`config.mk`:
```
export PLATFORM = sky130hd
export DESIGN_NAME = alu_cmd_sequencer
export DESIGN_NICKNAME = d
export VERILOG_FILES = /design/src/rtl/alu_cmd_sequencer.sv
export SDC_FILE = /design/constraint.sdc
export NUM_CORES = 1
export LEC_CHECK = 0
export CAP_MARGIN = 5
export CORE_MARGIN = 2
export CORE_UTILIZATION = 54
export DETAILED_ROUTE_END_ITERATION = 8
export HOLD_SLACK_MARGIN = 0.08
export PLACE_DENSITY = 0.73
export SYNTH_ARGS = -nofsm -noshare
export SYNTH_HDL_FRONTEND = slang
export SYNTH_SLANG_ARGS = --single-unit
export TNS_END_PERCENT = 30
```
`constraint.sdc`:
```
create_clock -name clk -period 8.2 [get_ports clk]
set_input_delay 1.64 -clock clk [delete_from_list [all_inputs] [get_ports clk]]
set_output_delay 1.64 -clock clk [all_outputs]
set_load 0.02 [all_outputs]
```
`src/rtl/alu_cmd_sequencer.sv`:
```
// alu_cmd_sequencer
//   Command-issuing front end for the combinational integer ALU. Commands
//   arrive on a valid/ready stream and are queued in a small FIFO. Each
//   command is popped, and its operands are fetched from a local register
//   file, or from an immediate for operand B. The operands and opcode are
//   presented to the ALU for one cycle. The result is written back to the
//   register file and returned on a valid/ready response stream together
//   with the ALU flags.
//
// Ports
//   clk, rst_n                 clock (rising edge) and async active-low reset
//   cmd_valid / cmd_ready      command stream handshake
//   cmd_op, cmd_rs1, cmd_rs2   opcode and source register indices
//   cmd_rd                     destination register index
//   cmd_use_imm, cmd_imm       select immediate as operand B, immediate value
//   alu_a, alu_b, alu_op       registered ALU operands and opcode
//   alu_result, alu_zero/neg   combinational ALU result and flags
//   rsp_valid / rsp_ready      response stream handshake
//   rsp_data, rsp_rd           captured result and its destination register
//   rsp_zero, rsp_neg          captured ALU flags
//   busy                       work queued or in flight (registered)
module alu_cmd_sequencer #(
  parameter int DATA_WIDTH = 32,
  parameter int OP_SEL     = 4,
  parameter int NREGS      = 8,
  parameter int FIFO_DEPTH = 4
) (
  input  logic                      clk,
  input  logic                      rst_n,
  input  logic                      cmd_valid,
  output logic                      cmd_ready,
  input  logic [OP_SEL-1:0]         cmd_op,
  input  logic [$clog2(NREGS)-1:0]  cmd_rs1,
  input  logic [$clog2(NREGS)-1:0]  cmd_rs2,
  input  logic [$clog2(NREGS)-1:0]  cmd_rd,
  input  logic                      cmd_use_imm,
  input  logic [DATA_WIDTH-1:0]     cmd_imm,
  output logic [DATA_WIDTH-1:0]     alu_a,
  output logic [DATA_WIDTH-1:0]     alu_b,
  output logic [OP_SEL-1:0]         alu_op,
  input  logic [DATA_WIDTH-1:0]     alu_result,
  input  logic                      alu_zero,
  input  logic                      alu_neg,
  output logic                      rsp_valid,
  input  logic                      rsp_ready,
  output logic [DATA_WIDTH-1:0]     rsp_data,
  output logic [$clog2(NREGS)-1:0]  rsp_rd,
  output logic                      rsp_zero,
  output logic                      rsp_neg,
  output logic                      busy
);

  localparam int RW = $clog2(NREGS);
  localparam int PW = $clog2(FIFO_DEPTH);
  localparam int CW = PW + 1;

  typedef enum logic [1:0] {IDLE, ISSUE, RESP} state_t;

  state_t state_reg, state_next;

  // ---------------------------------------------------------------------
  // Command FIFO
  // ---------------------------------------------------------------------
  logic [OP_SEL-1:0]     fifo_op     [FIFO_DEPTH];
  logic [RW-1:0]         fifo_rs1    [FIFO_DEPTH];
  logic [RW-1:0]         fifo_rs2    [FIFO_DEPTH];
  logic [RW-1:0]         fifo_rd     [FIFO_DEPTH];
  logic                  fifo_use_imm[FIFO_DEPTH];
  logic [DATA_WIDTH-1:0] fifo_imm    [FIFO_DEPTH];

  logic [PW-1:0] wr_ptr_reg, rd_ptr_reg;
  logic [CW-1:0] count_reg, count_next;
  logic          push, pop, capture, fifo_empty;

  assign fifo_empty = (count_reg == '0);
  // Ready comes straight from the registered count, so a pop in the same
  // cycle does not make room until the following cycle.
  assign cmd_ready  = (count_reg != CW'(FIFO_DEPTH));
  assign push       = cmd_valid & cmd_ready;

  // Payload storage needs no reset: the count alone defines what is valid.
  always_ff @(posedge clk) begin
    if (push) begin
      fifo_op[wr_ptr_reg]      <= cmd_op;
      fifo_rs1[wr_ptr_reg]     <= cmd_rs1;
      fifo_rs2[wr_ptr_reg]     <= cmd_rs2;
      fifo_rd[wr_ptr_reg]      <= cmd_rd;
      fifo_use_imm[wr_ptr_reg] <= cmd_use_imm;
      fifo_imm[wr_ptr_reg]     <= cmd_imm;
    end
  end

  always_comb begin
    count_next = count_reg;
    case ({push, pop})
      2'b10:   count_next = count_reg + CW'(1);
      2'b01:   count_next = count_reg - CW'(1);
      default: count_next = count_reg;
    endcase
  end

  always_ff @(posedge clk or negedge rst_n) begin
    if (!rst_n) begin
      wr_ptr_reg <= '0;
      rd_ptr_reg <= '0;
      count_reg  <= '0;
    end else begin
      if (push) wr_ptr_reg <= wr_ptr_reg + PW'(1);
      if (pop)  rd_ptr_reg <= rd_ptr_reg + PW'(1);
      count_reg <= count_next;
    end
  end

  // ---------------------------------------------------------------------
  // Register file; entry 0 is hard-wired to zero so writes to it vanish.
  // ---------------------------------------------------------------------
  logic [DATA_WIDTH-1:0] rf [NREGS];
  logic [RW-1:0]         issue_rd_reg;

  genvar gi;
  generate
    for (gi = 0; gi < NREGS; gi++) begin : g_rf
      if (gi == 0) begin : g_zero
        assign rf[gi] = '0;
      end else begin : g_entry
        logic [DATA_WIDTH-1:0] q_reg;
        always_ff @(posedge clk or negedge rst_n) begin
          if (!rst_n)
            q_reg <= '0;
          else if (capture && (issue_rd_reg == RW'(gi)))
            q_reg <= alu_result;
        end
        assign rf[gi] = q_reg;
      end
    end
  endgenerate

  // ---------------------------------------------------------------------
  // Sequencing FSM
  // ---------------------------------------------------------------------
  logic rsp_valid_reg;

  always_comb begin
    state_next = state_reg;
    pop        = 1'b0;
    capture    = 1'b0;
    case (state_reg)
      IDLE: begin
        if (!fifo_empty) begin
          pop        = 1'b1;
          state_next = ISSUE;
        end
      end
      ISSUE: begin
        capture    = 1'b1;
        state_next = RESP;
      end
      RESP: begin
        if (rsp_valid_reg && rsp_ready) begin
          if (!fifo_empty) begin
            pop        = 1'b1;
            state_next = ISSUE;
          end else begin
            state_next = IDLE;
          end
        end
      end
      default: state_next = IDLE;
    endcase
  end

  always_ff @(posedge clk or negedge rst_n) begin
    if (!rst_n) state_reg <= IDLE;
    else        state_reg <= state_next;
  end

  // ---------------------------------------------------------------------
  // ALU operand latch. Operands are read at pop; the previous writeback
  // always lands at least one edge earlier, so no forwarding is needed.
  // ---------------------------------------------------------------------
  logic [DATA_WIDTH-1:0] alu_a_reg, alu_b_reg;
  logic [OP_SEL-1:0]     alu_op_reg;

  always_ff @(posedge clk or negedge rst_n) begin
    if (!rst_n) begin
      alu_a_reg    <= '0;
      alu_b_reg    <= '0;
      alu_op_reg   <= '0;
      issue_rd_reg <= '0;
    end else if (pop) begin
      alu_op_reg   <= fifo_op[rd_ptr_reg];
      alu_a_reg    <= rf[fifo_rs1[rd_ptr_reg]];
      alu_b_reg    <= fifo_use_imm[rd_ptr_reg] ? fifo_imm[rd_ptr_reg]
                                               : rf[fifo_rs2[rd_ptr_reg]];
      issue_rd_reg <= fifo_rd[rd_ptr_reg];
    end
  end

  assign alu_a  = alu_a_reg;
  assign alu_b  = alu_b_reg;
  assign alu_op = alu_op_reg;

  // ---------------------------------------------------------------------
  // Response register. Capture only happens in ISSUE, which never
  // coincides with a handshake, so the clear on handshake is unconditional.
  // ---------------------------------------------------------------------
  logic [DATA_WIDTH-1:0] rsp_data_reg;
  logic [RW-1:0]         rsp_rd_reg;
  logic                  rsp_zero_reg, rsp_neg_reg;

  always_ff @(posedge clk or negedge rst_n) begin
    if (!rst_n) begin
      rsp_valid_reg <= 1'b0;
      rsp_data_reg  <= '0;
      rsp_rd_reg    <= '0;
      rsp_zero_reg  <= 1'b0;
      rsp_neg_reg   <= 1'b0;
    end else if (capture) begin
      rsp_valid_reg <= 1'b1;
      rsp_data_reg  <= alu_result;
      rsp_rd_reg    <= issue_rd_reg;
      rsp_zero_reg  <= alu_zero;
      rsp_neg_reg   <= alu_neg;
    end else if (rsp_valid_reg && rsp_ready) begin
      rsp_valid_reg <= 1'b0;
    end
  end

  assign rsp_valid = rsp_valid_reg;
  assign rsp_data  = rsp_data_reg;
  assign rsp_rd    = rsp_rd_reg;
  assign rsp_zero  = rsp_zero_reg;
  assign rsp_neg   = rsp_neg_reg;

  // busy looks ahead at the next count/state so it drops exactly one
  // cycle after the last handshake that leaves the block empty.
  logic busy_reg;

  always_ff @(posedge clk or negedge rst_n) begin
    if (!rst_n) busy_reg <= 1'b0;
    else        busy_reg <= (count_next != '0) || (state_next != IDLE);
  end

  assign busy = busy_reg;

endmodule

```
==> run_results.csv, run 1 <==
group,metric,value,unit
pwr,total_leakage_power,10.89,nW
routing,wirelength,58.85,mm
die,start_util,54.72,%
worst_hold_path,worstHoldPathCells,1,
setup_path,cp_max_fo,29,
timing,rsz0062_at_grt,"no",
logic_synthesis,yosysWarnings,0,
timing,max_freq,228.9,MHz
timing,setup_viol,0,
setup_path,r2r_end,"alu_b[5]$_DFFE_PN0P_",
setup_path,slowest_stage,"mux4_4",
final_layout,final_core_util,64.28,%
die,row_count,76,
final_layout,layout.nets,1809,
routing,dr.pass1.iters,5,
timing,final.setup_skew,24.91,ps
setup_path,crit_type,"reg2reg",
timing,worst_slack,3831,ps
place,hpwl,34.71,mm
clock_network,holdBufCountCts,0,
setup_path,path_cells,"buf_4 > mux4_4 > nor3b_2 > buf_4 > a2111oi_0 > nor3_1",
global_routing,grt_pass1_wl,89.47,mm
clock_network,cts-buffers-inserted,54,
pwr,ir_drop,0.2882,mV
setup_path,critPathMaxStageDelay,1070,ps
die,core-area,43080,sq um
worst_hold_path,holdPathEnd,"rsp_data[10]$_DFFE_PN0P_",
global_routing,grt_pass1_vias,14801,
logic_synthesis,synth_top_area_cell,"dfrtp_1",
worst_hold_path,min-delay-start,"rsp_data[10]$_DFFE_PN0P_",
job,maxCapViolations,0,
place,dp_slack,3534,ps
timing,relSlewSlack,18.44,%
timing,finalCritPeriodShare,53.28,%
routing,vias_per_cell,6.116,
die,dieArea,45340,sq um
setup_path,cp.arrival,4870,ps
clock_network,clkSinkCount,527,
logic_synthesis,yosysSeqAreaShare,59.85,%
routing,wire_per_inst,25.06,um
die,dieHeight,212.9,um
place,io_buffer_count,191,
timing,slew_viol_final,0,
clock_network,cts_resized,0,
logic_synthesis,synth_cell_type_count,38,
setup_path,crit_required,8700,ps
logic_synthesis,avgSynthCellArea,15.12,sq um
logic_synthesis,ys_seq_elements,527,
clock_network,cts_tree,"built",
logic_synthesis,syn_area,23570,sq um
timing,fin_crit,4369,ps
clock_network,cts-root-buf,"clkbuf_16",
worst_hold_path,hold_path_class,"reg2reg",
setup_path,end_kind,"register",
clock_network,clk_pin_slew_worst_paths,60,ps
logic_synthesis,syn_inst,1559,
routing,vias,14360,
clock_network,clk_latency,610,ps
routing,ant_nets,0,
timing,hold_violations,0,
setup_path,cp_common_cell,"buf_4",
logic_synthesis,synth.area.top_cells,"dfrtp_1, edfxtp_1, mux2_2",
die,ios,192,
clock_network,post-cts-setup-buffers,0,
global_routing,grt_max_degree,157,
logic_synthesis,synth_top_area_share,36.41,%
final_layout,drive_above_1_share,29.28,%
setup_path,worstReg2RegStart,"rd_ptr_reg[0]$_DFFE_PN0P_",
global_routing,grt.overflow.total,0,
final_layout,largest_reg_flops,224,
setup_path,worstSetupStartpointType,"register",
final_layout,areaGrowthSynthToFinish,17.47,%
timing,tns,0,ps
logic_synthesis,synth_nets,1649,
setup_path,worstRegToRegCells,6,
routing,drt_iter0_markers,1234,
setup_path,rrSetupSlack,3830,ps
clock_network,clockBufferDepth,3,
place,place.gp.congestion,0.7758,
timing,tightest_slew,1218,ps
clock_network,h-tree-depth,2,
pwr,power_density,457.7,nW/um^2
timing,fin_hold_ws,502.4,ps
status,outcome,"finished clean",
global_routing,grt_antenna_before_repair,2,
global_routing,grtUsageTotal,26.41,%
routing,drc,0,
die,die_w,212.9,um
==> metrics by stage <==
step / instances / power [mW] / cell area (sq um)
after global routing: 2347 / 13.33 / 27690
after floorplan: 1559 / 8.404 / 23570
final: 2348 / 12.67 / 27690
after global placement: 2248 / 10.13 / 25970
after CTS: 2347 / 12.72 / 27690
after detailed placement: 2248 / 10.31 / 25970
==> cell type report <==
type / instances / area [sq um]
clock buffer: 79 / 1535
clock inverter: 20 / 177.7
antenna: 1 / 2.502
multi-input combinational: 911 / 8975
fill: 3177 / 15390
tap: 585 / 732.0
timing repair buffer: 217 / 2125
sequential: 527 / 14110
inverter: 8 / 30.03
==> how the worst max path moves through the flow <==
stage | startpoint | to | slack, ps | cells past startpoint
2_1_floorplan | rsp_ready | busy$_DFF_PN0_ | 4100 | 12
3_3_place_gp | rsp_ready | busy$_DFF_PN0_ | 3710 | 12
3_5_place_dp | rsp_ready | busy$_DFF_PN0_ | 3530 | 12
4_1_cts | rd_ptr_reg[0]$_DFFE_PN0P_ | alu_b[5]$_DFFE_PN0P_ | 3820 | 6
5_1_grt | rd_ptr_reg[0]$_DFFE_PN0P_ | alu_b[8]$_DFFE_PN0P_ | 3610 | 6
6_report | rd_ptr_reg[0]$_DFFE_PN0P_ | alu_b[5]$_DFFE_PN0P_ | 3830 | 6
==> cells by family after synthesis <==
| group | after synthesis | synth area share [%] |
|---|---|---|
| DFF | 527 | 59.85 |
| muxes | 506 | 26.13 |
| buffers and inverters | 121 | 2.383 |
| adders and majority gates | 6 | 0.3503 |
| and+or+nand+nor | 197 | 3.938 |
| xor gates and xnor gates | 6 | 0.2230 |
| AOI/OAI and AO/OA | 196 | 7.123 |
==> critical path, delay by kind of cell, from the launching register on <==
kind                   cells  cell delay (ps)
AND/OR/NAND/NOR            2             1230
multiplexers               1             1070
buffers and inverters      2             1030
flip-flops                 1              680
AO/OA/AOI/OAI              1              170
==> power breakdown <==
part           switching (mW)  internal, mW  total [mW]
combinational            3.04          2.69        5.73
clock                    1.02          1.36        2.38
sequential              0.739          3.82        4.56
==> per-layer routing <==
metal  vias up  GRT usage [%]  part of all wire [%]
met4         2          7.210                   2.0
met5         -              0                 0.027
met2       428          42.82                    48
li1       6286              -                     -
met1      7561          36.88                    44
met3        83          4.883                   6.2
==> synth_stat cells <==
| library cell | instances |
|---|---|
| dfrtp_1 | 343 |
| mux2_2 | 287 |
| edfxtp_1 | 184 |
| mux2i_1 | 129 |
| nor2_1 | 100 |
| clkbuf_1 | 61 |
| mux4_2 | 46 |
| a2111oi_0 | 36 |
| nor3_1 | 36 |
| and2_1 | 34 |
| a21oi_1 | 32 |
| a221o_1 | 32 |
| a22o_1 | 32 |
| buf_2 | 32 |
| a2111oi_2 | 28 |
| mux2_4 | 28 |
| o21ai_1 | 19 |
| mux2_1 | 16 |
| o21ai_0 | 16 |
| buf_1 | 10 |
| buf_6 | 8 |
| inv_1 | 8 |
| nand2_1 | 8 |
| ha_1 | 5 |
| and3_1 | 4 |
| nand2b_1 | 3 |
| nand3b_1 | 3 |
| nor3b_1 | 3 |
| xnor2_1 | 3 |
| xor2_1 | 3 |
| buf_4 | 2 |
| nor2b_1 | 2 |
| a21boi_0 | 1 |
| fa_1 | 1 |
| nand3_1 | 1 |
| nor3_2 | 1 |
| or3_1 | 1 |
| or4_1 | 1 |
==> layout by cell type, fill, tap and decap left out, drive strengths merged <==
master / n
nor2: 100
xnor2: 3
xor2: 3
clkinv: 15
dfrtp: 343
a22o: 32
mux2: 331
clkinvlp: 2
nor2b: 2
bufinv: 2
mux4: 46
ha: 5
a21oi: 32
clkdlybuf4s50: 190
clkbuf: 79
nor3: 37
nand3b: 3
nand2b: 3
fa: 1
nand3: 1
edfxtp: 184
or4: 1
nand2: 8
a2111oi: 64
inv: 9
nor3b: 3
a221o: 32
and3: 4
mux2i: 129
buf: 27
a21boi: 1
diode: 1
and2: 34
or3: 1
o21ai: 35
(Power assumes the default switching activity.)
==> inputs of run 2 (changes only) <==
Settings changed: CORE_UTILIZATION 54 to 53, PLACE_DENSITY 0.73 to 0.75.
Clock period 8.2 ns to 4 ns, I/O delays scaled along.
==> run_results.csv, run 2 (synthesis gave the netlist of run 1 again) <==
group,metric,value,unit
status,outcome,"finished clean",
timing,max_freq,295.1,MHz
die,dieArea,46180,sq um
place,place.gp.congestion,0.8180,
job,maxCapViolations,0,
clock_network,post-cts-setup-buffers,0,
pwr,ir_drop,0.6693,mV
setup_path,worstSetupStartpointType,"register",
final_layout,final_cell_mix,"dfrtp_1, mux2_2, clkdlybuf4s50_1",
setup_path,end_kind,"register",
final_layout,drive_above_1_share,29.65,%
timing,finalCritPeriodShare,84.71,%
global_routing,grt_pass1_vias,15394,
setup_path,cp_max_fo,68,
die,row_count,77,
pwr,p_seq_share,35.3,%
routing,wire_per_inst,25.27,um
setup_path,worstRegToRegCells,6,
die,ios,192,
pwr,switching_power,9.889,mW
pwr,total_leakage_power,11.02,nW
final_layout,largest_reg_flops,224,
routing,vias_per_cell,6.171,
timing,relSlewSlack,20.09,%
setup_path,worstReg2RegStart,"rd_ptr_reg[0]$_DFFE_PN0P_",
routing,drt_iter0_markers,1266,
timing,hold_violations,0,
setup_path,cp_common_cell,"buf_4",
die,dieHeight,214.9,um
global_routing,grt_pass1_wl,92.41,mm
pwr,finalPower,26.40,mW
clock_network,cts-root-buf,"clkbuf_16",
global_routing,grt.overflow.total,0,
place,io_buffer_count,191,
routing,dr.pass1.iters,5,
setup_path,rrSetupSlack,610,ps
clock_network,cts_resized,0,
timing,tns,0,ps
setup_path,path_cells,"mux4_4 > buf_4 > buf_4 > mux2i_1 > a22o_1 > a21oi_1",
pwr,power_density,943.5,nW/um^2
clock_network,clkSinkCount,527,
setup_path,critPathMaxStageDelay,950,ps
timing,tightest_slew,1196,ps
timing,fin_crit,3388,ps
routing,ant_nets,0,
clock_network,cts_tree,"built",
global_routing,grtUsageTotal,26.22,%
setup_path,cp.arrival,3900,ps
routing,vias,14612,
final_layout,layout.nets,1821,
clock_network,clk_latency,600,ps
setup_path,slowest_stage,"buf_4",
pwr,combPwrFrac,45.5,%
timing,rsz0062_at_grt,"no",
routing,wirelength,59.83,mm
timing,setup_viol,0,
pwr,pwr-share-clk,19.2,%
global_routing,grt_antenna_before_repair,2,
clock_network,cts-buffers-inserted,54,
die,start_util,53.54,%
global_routing,grt_max_degree,105,
pwr,p_sw_share,37.47,%
final_layout,areaGrowthSynthToFinish,18.68,%
routing,drc,0,
setup_path,crit_required,4520,ps
timing,final.setup_skew,13.13,ps
clock_network,h-tree-depth,2,
clock_network,clk_pin_slew_worst_paths,60,ps
place,hpwl,36.31,mm
final_layout,layout_commonest_cell,"dfrtp_1",
clock_network,clockBufferDepth,3,
setup_path,r2r_end,"alu_a[25]$_DFFE_PN0P_",
timing,slew_viol_final,0,
setup_path,crit_type,"reg2reg",
pwr,cellInternalPower,16.51,mW
die,core-area,44030,sq um
die,die_w,214.9,um
worst_hold_path,hold_path_class,"in2async",
clock_network,holdBufCountCts,0,
-- run 2: worst max-delay path, delay by kind of cell (launching register included) --
kind	cells	cell delay, ps
buf+inv	2	1380
mux	2	730
flops	1	670
compound gates	2	440
-- run 2: final cells by class --
class | instances | area [sq um]
diodes | 2 | 5.005
inverters | 8 | 30.03
clock inverters | 17 | 215.2
well taps | 592 | 740.7
flip-flops and latches | 527 | 14110
fillers | 3250 | 16050
multi-input cells | 911 | 8975
repair buffers | 229 | 2340
clock buffers | 82 | 1558
-- run 2: how the worst max path moves through the flow --
stage | start | to | slack, ps | depth (start not counted)
floorplan | rsp_ready | busy$_DFF_PN0_ | 740 | 12
global placement | rd_ptr_reg[0]$_DFFE_PN0P_ | alu_b[30]$_DFFE_PN0P_ | 730 | 8
detailed placement | rd_ptr_reg[0]$_DFFE_PN0P_ | alu_a[16]$_DFFE_PN0P_ | 640 | 6
CTS | rd_ptr_reg[0]$_DFFE_PN0P_ | alu_a[25]$_DFFE_PN0P_ | 610 | 6
global route | rd_ptr_reg[0]$_DFFE_PN0P_ | alu_a[12]$_DFFE_PN0P_ | 410 | 6
finish | rd_ptr_reg[0]$_DFFE_PN0P_ | alu_a[25]$_DFFE_PN0P_ | 610 | 6
-- run 2: layer usage --
metal	GRT usage, %	part of all wire (%)	routed length, um	vias to the layer above
li1	-	-	-	6313
met1	36.60	42	25240	7616
met2	41.54	48	28540	562
met3	5.563	7.5	4471	117
met4	8.194	2.6	1551	4
met5	0	0.042	25	-
-- run 2: metrics by stage --
| step | std cells | hold slack (ps) | setup slack [ps] | utilization [%] | instance area, sq um |
|---|---|---|---|---|---|
| after global placement | 2267 | 486.6 | 733.2 | 59.50 | 26200 |
| after global routing | 2366 | 221.7 | 414.1 | 63.53 | 27970 |
| after detailed placement | 2267 | 492.8 | 638.4 | 59.50 | 26200 |
| final | 2368 | 178.1 | 611.6 | 63.54 | 27980 |
| after floorplan | 1559 | 480.2 | 743.2 | - | 23570 |
| after CTS | 2366 | 196.0 | 611.3 | 63.53 | 27970 |
-- run 2: power groups by stage --
stage	clock network (mW)	registers (mW)	logic, mW
after CTS	5.14	9.33	12.0
final	5.06	9.33	12.0
after floorplan	0	9.53	7.70
after global routing	5.37	9.59	12.8
after global placement	0	9.28	11.6
after detailed placement	0	9.41	11.9
==> inputs of run 3 (changes only) <==
Clock period 4 ns to 3 ns, I/O delays scaled along.
==> run_results.csv, run 3 (synthesis gave the netlist of run 1 again) <==
group,metric,value,unit
clock_network,clk_pin_slew_worst_paths,60,ps
die,core-area,44030,sq um
setup_path,worstRegToRegCells,5,
die,ios,192,
final_layout,final_core_util,64.12,%
final_layout,final_cell_mix,"dfrtp_1, mux2_2, clkdlybuf4s50_1",
die,row_count,77,
timing,max_freq,346.5,MHz
clock_network,cts-buffers-inserted,54,
routing,drc,0,
worst_hold_path,worstHoldPathCells,1,
timing,fin_crit,2886,ps
clock_network,cts-root-buf,"clkbuf_16",
timing,finalCritPeriodShare,96.19,%
timing,setup_viol,0,
clock_network,clk_latency,600,ps
final_layout,drive_above_1_share,30.18,%
setup_path,crit_type,"reg2reg",
final_layout,layout.nets,1837,
routing,vias_per_cell,6.136,
global_routing,grt_max_degree,98,
global_routing,grt.overflow.total,0,
final_layout,largest_reg_flops,224,
clock_network,clkSinkCount,527,
timing,tns,0,ps
setup_path,end_kind,"register",
routing,vias,14621,
setup_path,cp_max_fo,32,
timing,hold_violations,0,
setup_path,rrSetupSlack,110,ps
timing,tightest_slew,1228,ps
clock_network,clockBufferDepth,3,
routing,wirelength,60.06,mm
global_routing,grt_pass1_wl,93.82,mm
setup_path,crit_required,3520,ps
setup_path,worstSetupStartpointType,"register",
timing,rsz0062_at_grt,"no",
final_layout,areaGrowthSynthToFinish,19.76,%
clock_network,h-tree-depth,2,
global_routing,grt_pass1_vias,15515,
worst_hold_path,min-delay-start,"rsp_data[10]$_DFFE_PN0P_",
timing,fin_hold_ws,501.1,ps
routing,drt_iter0_markers,1076,
pwr,power_density,1263,nW/um^2
setup_path,r2r_end,"alu_a[27]$_DFFE_PN0P_",
worst_hold_path,holdPathEnd,"rsp_data[10]$_DFFE_PN0P_",
die,die_w,214.9,um
routing,wire_per_inst,25.21,um
pwr,ir_drop,1.056,mV
timing,final.setup_skew,14.09,ps
setup_path,worstReg2RegStart,"rd_ptr_reg[0]$_DFFE_PN0P_",
setup_path,cp.arrival,3400,ps
worst_hold_path,hold_path_class,"reg2reg",
die,start_util,53.54,%
routing,dr.pass1.iters,8,
global_routing,grt_antenna_before_repair,5,
final_layout,layout_commonest_cell,"dfrtp_1",
place,io_buffer_count,191,
timing,slew_viol_final,0,
clock_network,post-cts-setup-buffers,0,
setup_path,crit_start,"rd_ptr_reg[0]$_DFFE_PN0P_",
place,hpwl,35.88,mm
die,dieHeight,214.9,um
global_routing,grtUsageTotal,26.55,%
timing,relSlewSlack,17.96,%
status,outcome,"finished clean",
clock_network,cts_tree,"built",
place,place.gp.congestion,0.8240,
routing,ant_nets,0,
die,dieArea,46180,sq um
job,maxCapViolations,0,
pwr,total_leakage_power,11.14,nW
==> run 3: critical path, stage by stage (launching register included) <==
cell,delay (ps)
dfrtp_4,520
mux4_4,710
nor2b_4,950
a221o_1,320
o21ai_1,100
a21oi_1,150
==> run 3: metal layers <==
layer / global-route usage (%) / up-vias / share of wire [%]
met5: 0 / - / 0.067
met4: 9.306 / 6 / 2.8
met3: 4.742 / 121 / 6.6
met2: 41.90 / 510 / 47
met1: 37.35 / 7648 / 44
li1: - / 6336 / -
==> run 3: worst max path at each step <==
| stage | endpoint | slack [ps] |
|---|---|---|
| after CTS | alu_a[27]$_DFFE_PN0P_ | 110 |
| after global routing | alu_a[21]$_DFFE_PN0P_ | 90 |
| after global placement | busy$_DFF_PN0_ | 100 |
| final | alu_a[27]$_DFFE_PN0P_ | 110 |
| after floorplan | busy$_DFF_PN0_ | 30 |
| after detailed placement | busy$_DFF_PN0_ | 30 |
==> run 3: timing repair <==
item / 4_1_cts / 5_1_grt
hold buffers: 1 / 0
endpoints found under the hold margin: 68 / 0
resized for setup: 0 / 0
==> run 3: layout make-up <==
| cell class | count | area (sq um) |
|---|---|---|
| inverter | 8 | 30.03 |
| clock inverter | 21 | 282.8 |
| sequential | 527 | 14110 |
| fill | 3188 | 15800 |
| tap | 592 | 740.7 |
| clock buffer | 77 | 1562 |
| timing repair buffer | 245 | 2525 |
| antenna | 2 | 5.005 |
| multi-input combinational | 911 | 8972 |
==> run 3: through the flow <==
step | cell area, sq um | power [mW] | std cells | worst slack (ps)
2_1_floorplan | 23570 | 22.97 | 1559 | 29.95
3_3_place_gp | 26370 | 28.17 | 2282 | 103.6
3_5_place_dp | 26370 | 28.64 | 2282 | 27.37
4_1_cts | 28230 | 35.77 | 2381 | 109.0
5_1_grt | 28230 | 37.48 | 2382 | 87.91
6_report | 28230 | 35.67 | 2383 | 114.3
==> run 3: power by group <==
| part | total, mW | internal [mW] | switching [mW] | leakage (nW) |
|---|---|---|---|---|
| sequential | 12.4 | 10.4 | 1.97 | 5.76 |
| combinational | 16.3 | 7.75 | 8.54 | 4.48 |
| clock | 6.96 | 4.21 | 2.76 | 0.897 |
